--- src/rtl/demux_out32.sv ---
// Registered 1-to-2 demux: 1-cycle latency, per-channel 1-entry output register; full throughput.
// Backpressure per channel (sel 0/1 stall only on their own channel); sel 2/3 words are always accepted and dropped.
module demux_out32 #(
  parameter int WIDTH = 32,
  parameter int CNT_W = 8
) (
  input  logic             clk,
  input  logic             rst_n,
  input  logic             in_valid,
  output logic             in_ready,
  input  logic [1:0]       in_sel,
  input  logic [WIDTH-1:0] in_data,
  output logic             out0_valid,
  input  logic             out0_ready,
  output logic [WIDTH-1:0] out0_data,
  output logic             out1_valid,
  input  logic             out1_ready,
  output logic [WIDTH-1:0] out1_data,
  output logic             drop_err,
  output logic [CNT_W-1:0] drop_cnt
);

  typedef struct packed {
    logic             valid;
    logic [WIDTH-1:0] data;
  } chan_t;

  localparam logic [CNT_W-1:0] CNT_MAX = {CNT_W{1'b1}};

  chan_t ch0_q;
  chan_t ch1_q;

  logic can0;
  logic can1;
  logic xfer;
  logic fill0;
  logic fill1;
  logic drop;

  // A channel can take a word when empty or when its held word leaves this cycle.
  assign can0 = !ch0_q.valid || out0_ready;
  assign can1 = !ch1_q.valid || out1_ready;

  always_comb begin
    in_ready = 1'b1;
    case (in_sel)
      2'd0:    in_ready = can0;
      2'd1:    in_ready = can1;
      default: in_ready = 1'b1;
    endcase
  end

  assign xfer  = in_valid && in_ready;
  assign fill0 = xfer && (in_sel == 2'd0);
  assign fill1 = xfer && (in_sel == 2'd1);
  assign drop  = xfer && in_sel[1];

  always_ff @(posedge clk or negedge rst_n) begin
    if (!rst_n) begin
      ch0_q <= '0;
    end else if (fill0) begin
      ch0_q.valid <= 1'b1;
      ch0_q.data  <= in_data;
    end else if (out0_ready) begin
      ch0_q.valid <= 1'b0;
    end
  end

  always_ff @(posedge clk or negedge rst_n) begin
    if (!rst_n) begin
      ch1_q <= '0;
    end else if (fill1) begin
      ch1_q.valid <= 1'b1;
      ch1_q.data  <= in_data;
    end else if (out1_ready) begin
      ch1_q.valid <= 1'b0;
    end
  end

  // Drop counter saturates at all-ones; drop_err echoes each drop for one cycle.
  always_ff @(posedge clk or negedge rst_n) begin
    if (!rst_n) begin
      drop_err <= 1'b0;
      drop_cnt <= '0;
    end else begin
      drop_err <= drop;
      if (drop && (drop_cnt != CNT_MAX)) begin
        drop_cnt <= drop_cnt + CNT_W'(1);
      end
    end
  end

  assign out0_valid = ch0_q.valid;
  assign out0_data  = ch0_q.data;
  assign out1_valid = ch1_q.valid;
  assign out1_data  = ch1_q.data;

endmodule

--- config.mk ---
export PLATFORM = sky130hd
export DESIGN_NAME = demux_out32
export DESIGN_NICKNAME = d
export VERILOG_FILES = /design/src/rtl/demux_out32.sv
export SDC_FILE = /design/constraint.sdc
export NUM_CORES = 1
export LEC_CHECK = 0
export ABC_AREA = 1
export CAP_MARGIN = 20
export CORE_ASPECT_RATIO = 0.5
export CORE_MARGIN = 10
export CORE_UTILIZATION = 40
export CTS_CLUSTER_DIAMETER = 120
export CTS_CLUSTER_SIZE = 28
export DETAILED_ROUTE_END_ITERATION = 7
export PLACE_DENSITY = 0.8
export SYNTH_ARGS = -nofsm -noshare
export SYNTH_HDL_FRONTEND = slang
export SYNTH_SLANG_ARGS = --single-unit
--- constraint.sdc ---
create_clock -name clk -period 1.1 [get_ports clk]
set_input_delay 0.22 -clock clk [delete_from_list [all_inputs] [get_ports clk]]
set_output_delay 0.22 -clock clk [all_outputs]
set_load 0.02 [all_outputs]
; Word-level counts from Yosys, hierarchy flattened
; Cells that the tools add are included.
[totals]
register_bits = 75
input_bits = 39
elab_cells = 26
[classes]
add_sub_neg = 1
muxes = 5
reduce_logical = 12
n_eq_ne = 2
[ops]
columns = cell, count
row1 = adder 8 x 1 -> 8 bit (second input constant), 1
row2 = != test 8 bit (second input constant), 1
row3 = logical AND 1 bit, 5
row4 = two-way mux 1 bit, 4
row5 = nonzero test 2 bit, 2
row6 = equality test 2 x 1 -> 1 bit (second input constant), 1
row7 = logical NOT 1 bit, 2
row8 = logical NOT 2 bit, 1
row9 = logical OR 1 bit, 2
row10 = case mux 1 bit (2 select lines), 1

; Logic depth before layout (Yosys ltp)
[logic_depth]
word_depth = 6
ltp_mapped = 8

; Worst setup path before layout
; OpenSTA, ideal clock, no wires.
[synth_path]
path_type = flip-flop to flip-flop
start = reg drop_cnt[0]
end = reg drop_cnt[3]
stages_incl_launch_ff = 9
arrival_time_ns = 1.261
setup_ns = 0.127
t_required_ns = 0.973
path_slack_ns = -0.287
path_buffers = 0
path_cell_list = dfrtp_1 ha_1 inv_1 nor2_1 nand2_1 nand2_4 inv_1 nand2_1 o21ai_0
[synth_between]
elab_chain_len = 2
elab_cells_between_ends = 3
[synth_rtl]
columns = item, line
row1 = "start, declared", 20  ; output logic [CNT_W-1:0] drop_cnt
row2 = "start signal, assigned", 88  ; drop_cnt <= drop_cnt + CNT_W'(1);
row3 = "parallel branches: the longest is 2 deep, another holds adder 8 x 1 -> 8 bit", -
; Parallel ways; which one is timed is not known.
; A chain may end at the register's enable or synchronous reset.

; Final worst setup path
[layout_path]
start = reg ch0_q (netlist bit out0_valid)
end = reg ch0_q (netlist bit out0_data[9])
[layout_between]
elab_chain_len = 5
[layout_rtl]
columns = item, line
row1 = "start, declared", 30  ; chan_t ch0_q;
row2 = logical NOT 1 bit, 41  ; assign can0 = !ch0_q.valid || out0_ready;
row3 = logical OR 1 bit, 41
row4 = case mux 1 bit (2 select lines), 46  ; case (in_sel)
row5 = logical AND 1 bit, 53  ; assign xfer = in_valid && in_ready;
row6 = logical AND 1 bit, 54  ; assign fill0 = xfer && (in_sel == 2'd0);
; Every way passes these cells.

==> qor.log <==
INFO  status         run_status=finished with violations
INFO  status         violated_checks=negative setup slack
INFO  cts            cts.path.max_buffers=2
INFO  sta            final-setup-viol-count=106
INFO  power          share_seq_of_total_power=34.6%
INFO  sta            max_slew_margin=78.7%
INFO  sta            final_critical_delay_including_setup_and_external_delays=1.46ns
INFO  global_routing grt_antenna_before_repair=0
INFO  power          vdd_ir_drop_max=0.00134V
INFO  sta            grt_setup_unrepaired=true
INFO  setup_path     timing.critical_path.slowest_cell_delay=0.41ns
INFO  sta            fmax=0.684GHz
INFO  place          numPlacedInstances=552
INFO  sta            worst-slew-pin-transition=0.319ns
INFO  cts            tritoncts.num_buffers=9
INFO  global_routing globalRouteTotalUtil=16.3%
INFO  setup_path     timing.critical_path.to_type=flip-flop
INFO  yosys          synth_compound_gate_area_share=14.8%
INFO  die            initial_utilization=42.1%
INFO  yosys          yosys.area_share.xor_xnor=1.11%
INFO  setup_path     critPathBufInv=5
INFO  setup_path     r2r-end=out0_data[9]$_DFFE_PN0P_
INFO  die            ios=115
INFO  layout         layout.core_utilization=80.6%
INFO  layout         final_layout_size_suffix_gt1_share=60.6%
INFO  layout         flow.area_growth_from_synthesis=91.2%
INFO  yosys          muxShareOfSynthArea=0%
INFO  detailed_routing routedWlPerCell=20.6µm
INFO  cts            cts.reportedPaths.clkPinSlew=0.06ns
INFO  global_routing first_pass_grt_wire_length=15800µm
INFO  power          power_switching_share=34.4%
INFO  die            chip_height=82.9µm
INFO  power          cellPowerDensity=1830nW/µm²
INFO  power          clock_power_share=23.6%
INFO  yosys          synth_top_family_by_area=compound AO/OA/AOI/OAI gates
INFO  yosys          async_flop_share=100%
INFO  yosys          syn_nets=357
INFO  layout         nNetsFinal=561
INFO  setup_path     timing_worst_setup_path_type=flip-flop to flip-flop
INFO  detailed_routing wl=13000µm
INFO  die            placement_rows=22
INFO  setup_path     r2r_cells=9
INFO  yosys          synth-seq-area-share=59.3%
INFO  setup_path     timing.critical_path.max_delay_family=buffers and inverters
INFO  die            floorplan.die_area=12100µm²
INFO  setup_path     arrival=1.68ns
INFO  setup_path     worst_path_max_delay_cell=sky130_fd_sc_hd__dfrtp_2
INFO  detailed_routing final_antenna_net_count=0
INFO  layout         diodes=0
INFO  power          final_total_pwr=11.1mW
INFO  layout         layout.cells.most_common_list=sky130_fd_sc_hd__buf_4 (74), sky130_fd_sc_hd__dfrtp_1 (70), sky130_fd_sc_hd__buf_6 (69), sky130_fd_sc_hd__o21ai_2 (46), sky130_fd_sc_hd__inv_1 (40)
INFO  yosys          synth_edf_count=0
INFO  setup_path     regToRegStartpoint=out0_valid$_DFFE_PN0P_
INFO  sta            fin_skew=0.00561ns
INFO  setup_path     worst-endpoint-required=1.32ns
INFO  setup_path     crit_path_max_fanout=9
INFO  setup_path     worstPathCellList=inv_2, nor2_4, buf_6, inv_2, nand4_1, buf_6, buf_12, nand2_1, o21ai_2
INFO  yosys          yosys_warnings=0
INFO  setup_path     startpoint=out0_valid$_DFFE_PN0P_
INFO  global_routing grtUsageMet2=27.6%
INFO  yosys          area_fraction_in_and_or_nand_and_nor_cells_after_synthesis=14.5%
INFO  global_routing grt_util_met3=4.87%
INFO  cts            clock-root-buffer=sky130_fd_sc_hd__clkbuf_16
INFO  place          place.detailed.hpwl=6190µm
INFO  sta            hold_viol=0
INFO  global_routing grt_busiest_layer=met2
INFO  flow_run       timing.max_cap.violations=0
INFO  detailed_routing vias=3174
INFO  die            fp.dieW=146µm
INFO  yosys          yosys.cell_types.count=24
INFO  global_routing vias_in_the_first_global_route=2902
INFO  power          comb_power_share=41.8%
INFO  sta            timing.final.crit_share=133%
INFO  layout         layout.cells.most_common=sky130_fd_sc_hd__buf_4
INFO  detailed_routing detail_route.first_pass.iterations=4
INFO  sta            fin_ws=-0.362ns
INFO  hold_path      min-delay-path-class=input pin to async pin
INFO  power          internal-power=7.27mW
INFO  power          switchingPower=3.81mW
INFO  detailed_routing detail_route.drc_violations=0
INFO  setup_path     regToRegSetupSlack=-0.36ns
INFO  yosys          synth_adder_area_share=0.395%
INFO  detailed_routing via_per_inst=5.01
INFO  setup_path     cp_num_cells=9
INFO  yosys          count_of_mapped_cells_out_of_synthesis=317
INFO  cts            numClockSinks=75
INFO  global_routing grt.met1_usage=18.5%
INFO  place          port-buffer-count=114
INFO  cts            clock_insertion_delay_worst_skew=0.34ns
INFO  yosys          most_used_dff_post_synth=sky130_fd_sc_hd__dfrtp_1
INFO  setup_path     setup.worst_path.end=out0_data[9]$_DFFE_PN0P_
INFO  power          static_power_due_to_leakage=3.00nW
INFO  yosys          mappedNetlistArea=3170µm²
INFO  sta            fin_hold_ws=0.328ns
INFO  cts            htreeDepth=3
INFO  cts            cts_tree=built
INFO  global_routing globalRoute.totalOverflow=0
INFO  sta            report.final.slew_viol_count=0
INFO  setup_path     critical_path.startpoint_type=flip-flop
INFO  layout         finish.cell_count_without_fillers=633
INFO  detailed_routing drt_iter0_drc=159
INFO  place          gp_congestion=0.761
INFO  yosys          number_of_synthesized_register_bits=75
INFO  global_routing pin_count_of_the_biggest_net_entering_global_routing=27
INFO  layout         nFillCells=383
INFO  yosys          syn-mean-instance-area=9.99µm²
INFO  die            floorplan.core_area=7510µm²
registers in the layout, indices dropped and copies added, names as in the netlist:
register,flops
out0_valid,1
drop_err,1
out0_data,32
out1_data,32
out1_valid,1
drop_cnt,8
power groups by stage:
stage | combinational [mW] | sequential (mW) | clock, mW
after detailed placement | 3.21 | 3.69 | 0
final | 4.64 | 3.83 | 2.62
after global placement | 3.17 | 3.66 | 0
after CTS | 3.09 | 3.67 | 2.58
after global routing | 4.89 | 3.89 | 2.74
after floorplan | 0.824 | 4.36 | 0
area by class of cell:
| class | count | area (µm²) | area share, % |
|---|---|---|---|
| repair buffers | 206 | 2160 | 35.7 |
| flip-flops and latches | 75 | 1880 | 31.1 |
| multi-input cells | 182 | 1440 | 23.8 |
| clock buffers | 15 | 248 | 4.09 |
| inverters | 47 | 184 | 3.04 |
| well taps | 108 | 135 | 2.23 |
stage by stage:
step | area, µm² | setup TNS, ns | setup slack [ns]
after floorplan | 3210 | -6.29 | -0.0984
after global placement | 4600 | -44.96 | -0.755
after detailed placement | 4600 | -47.04 | -0.775
after CTS | 4890 | -17.31 | -0.262
after global routing | 6050 | -26.39 | -0.428
final | 6050 | -22.06 | -0.362
routing by layer:
metal	part of all wire [%]	routed length, µm
met1	39	5090
met4	3.2	420
met3	4.6	595
met5	0	0
met2	53	6930
synth_stat cells (all sizes together), types with 2 or more instances:
library cell	instances	share of area (%)
nand2	91	11
xor2	2	0.55
dfrtp	75	59
buf	12	4.2
o21ai	67	14
xnor2	2	0.55
inv	47	5.6
nor2	7	1.2
nand4	2	0.87
nand3	6	0.95
timing repair:
| action | in CTS | in global routing |
|---|---|---|
| hold buffers | 1 | 0 |
| gates cloned | 6 | 4 |
| pin swaps | 9 | 8 |
| setup endpoints to repair | 150 | 143 |
| gates resized for setup | 377 | 208 |
| buffers inserted | 6 | 50 |
| endpoints found under the hold margin | 19 | 0 |
logic make-up after synthesis:
logic type | after synthesis
adder cells (fa/ha/maj) | 1
flip-flops | 75
AND/OR/NAND/NOR | 108
buffers and inverters | 60
XOR/XNOR | 4
AO/OA/AOI/OAI | 69
how the worst min path moves through the flow:
stage / from / to
after floorplan: rst_n / drop_cnt[0]$_DFFE_PN0P_
final: rst_n / out1_data[6]$_DFFE_PN0P_
after CTS: rst_n / out1_data[6]$_DFFE_PN0P_
after detailed placement: rst_n / out1_data[4]$_DFFE_PN0P_
after global routing: rst_n / out1_data[5]$_DFFE_PN0P_
after global placement: rst_n / out0_data[4]$_DFFE_PN0P_
Note: power is estimated with default switching activity, not from simulation.
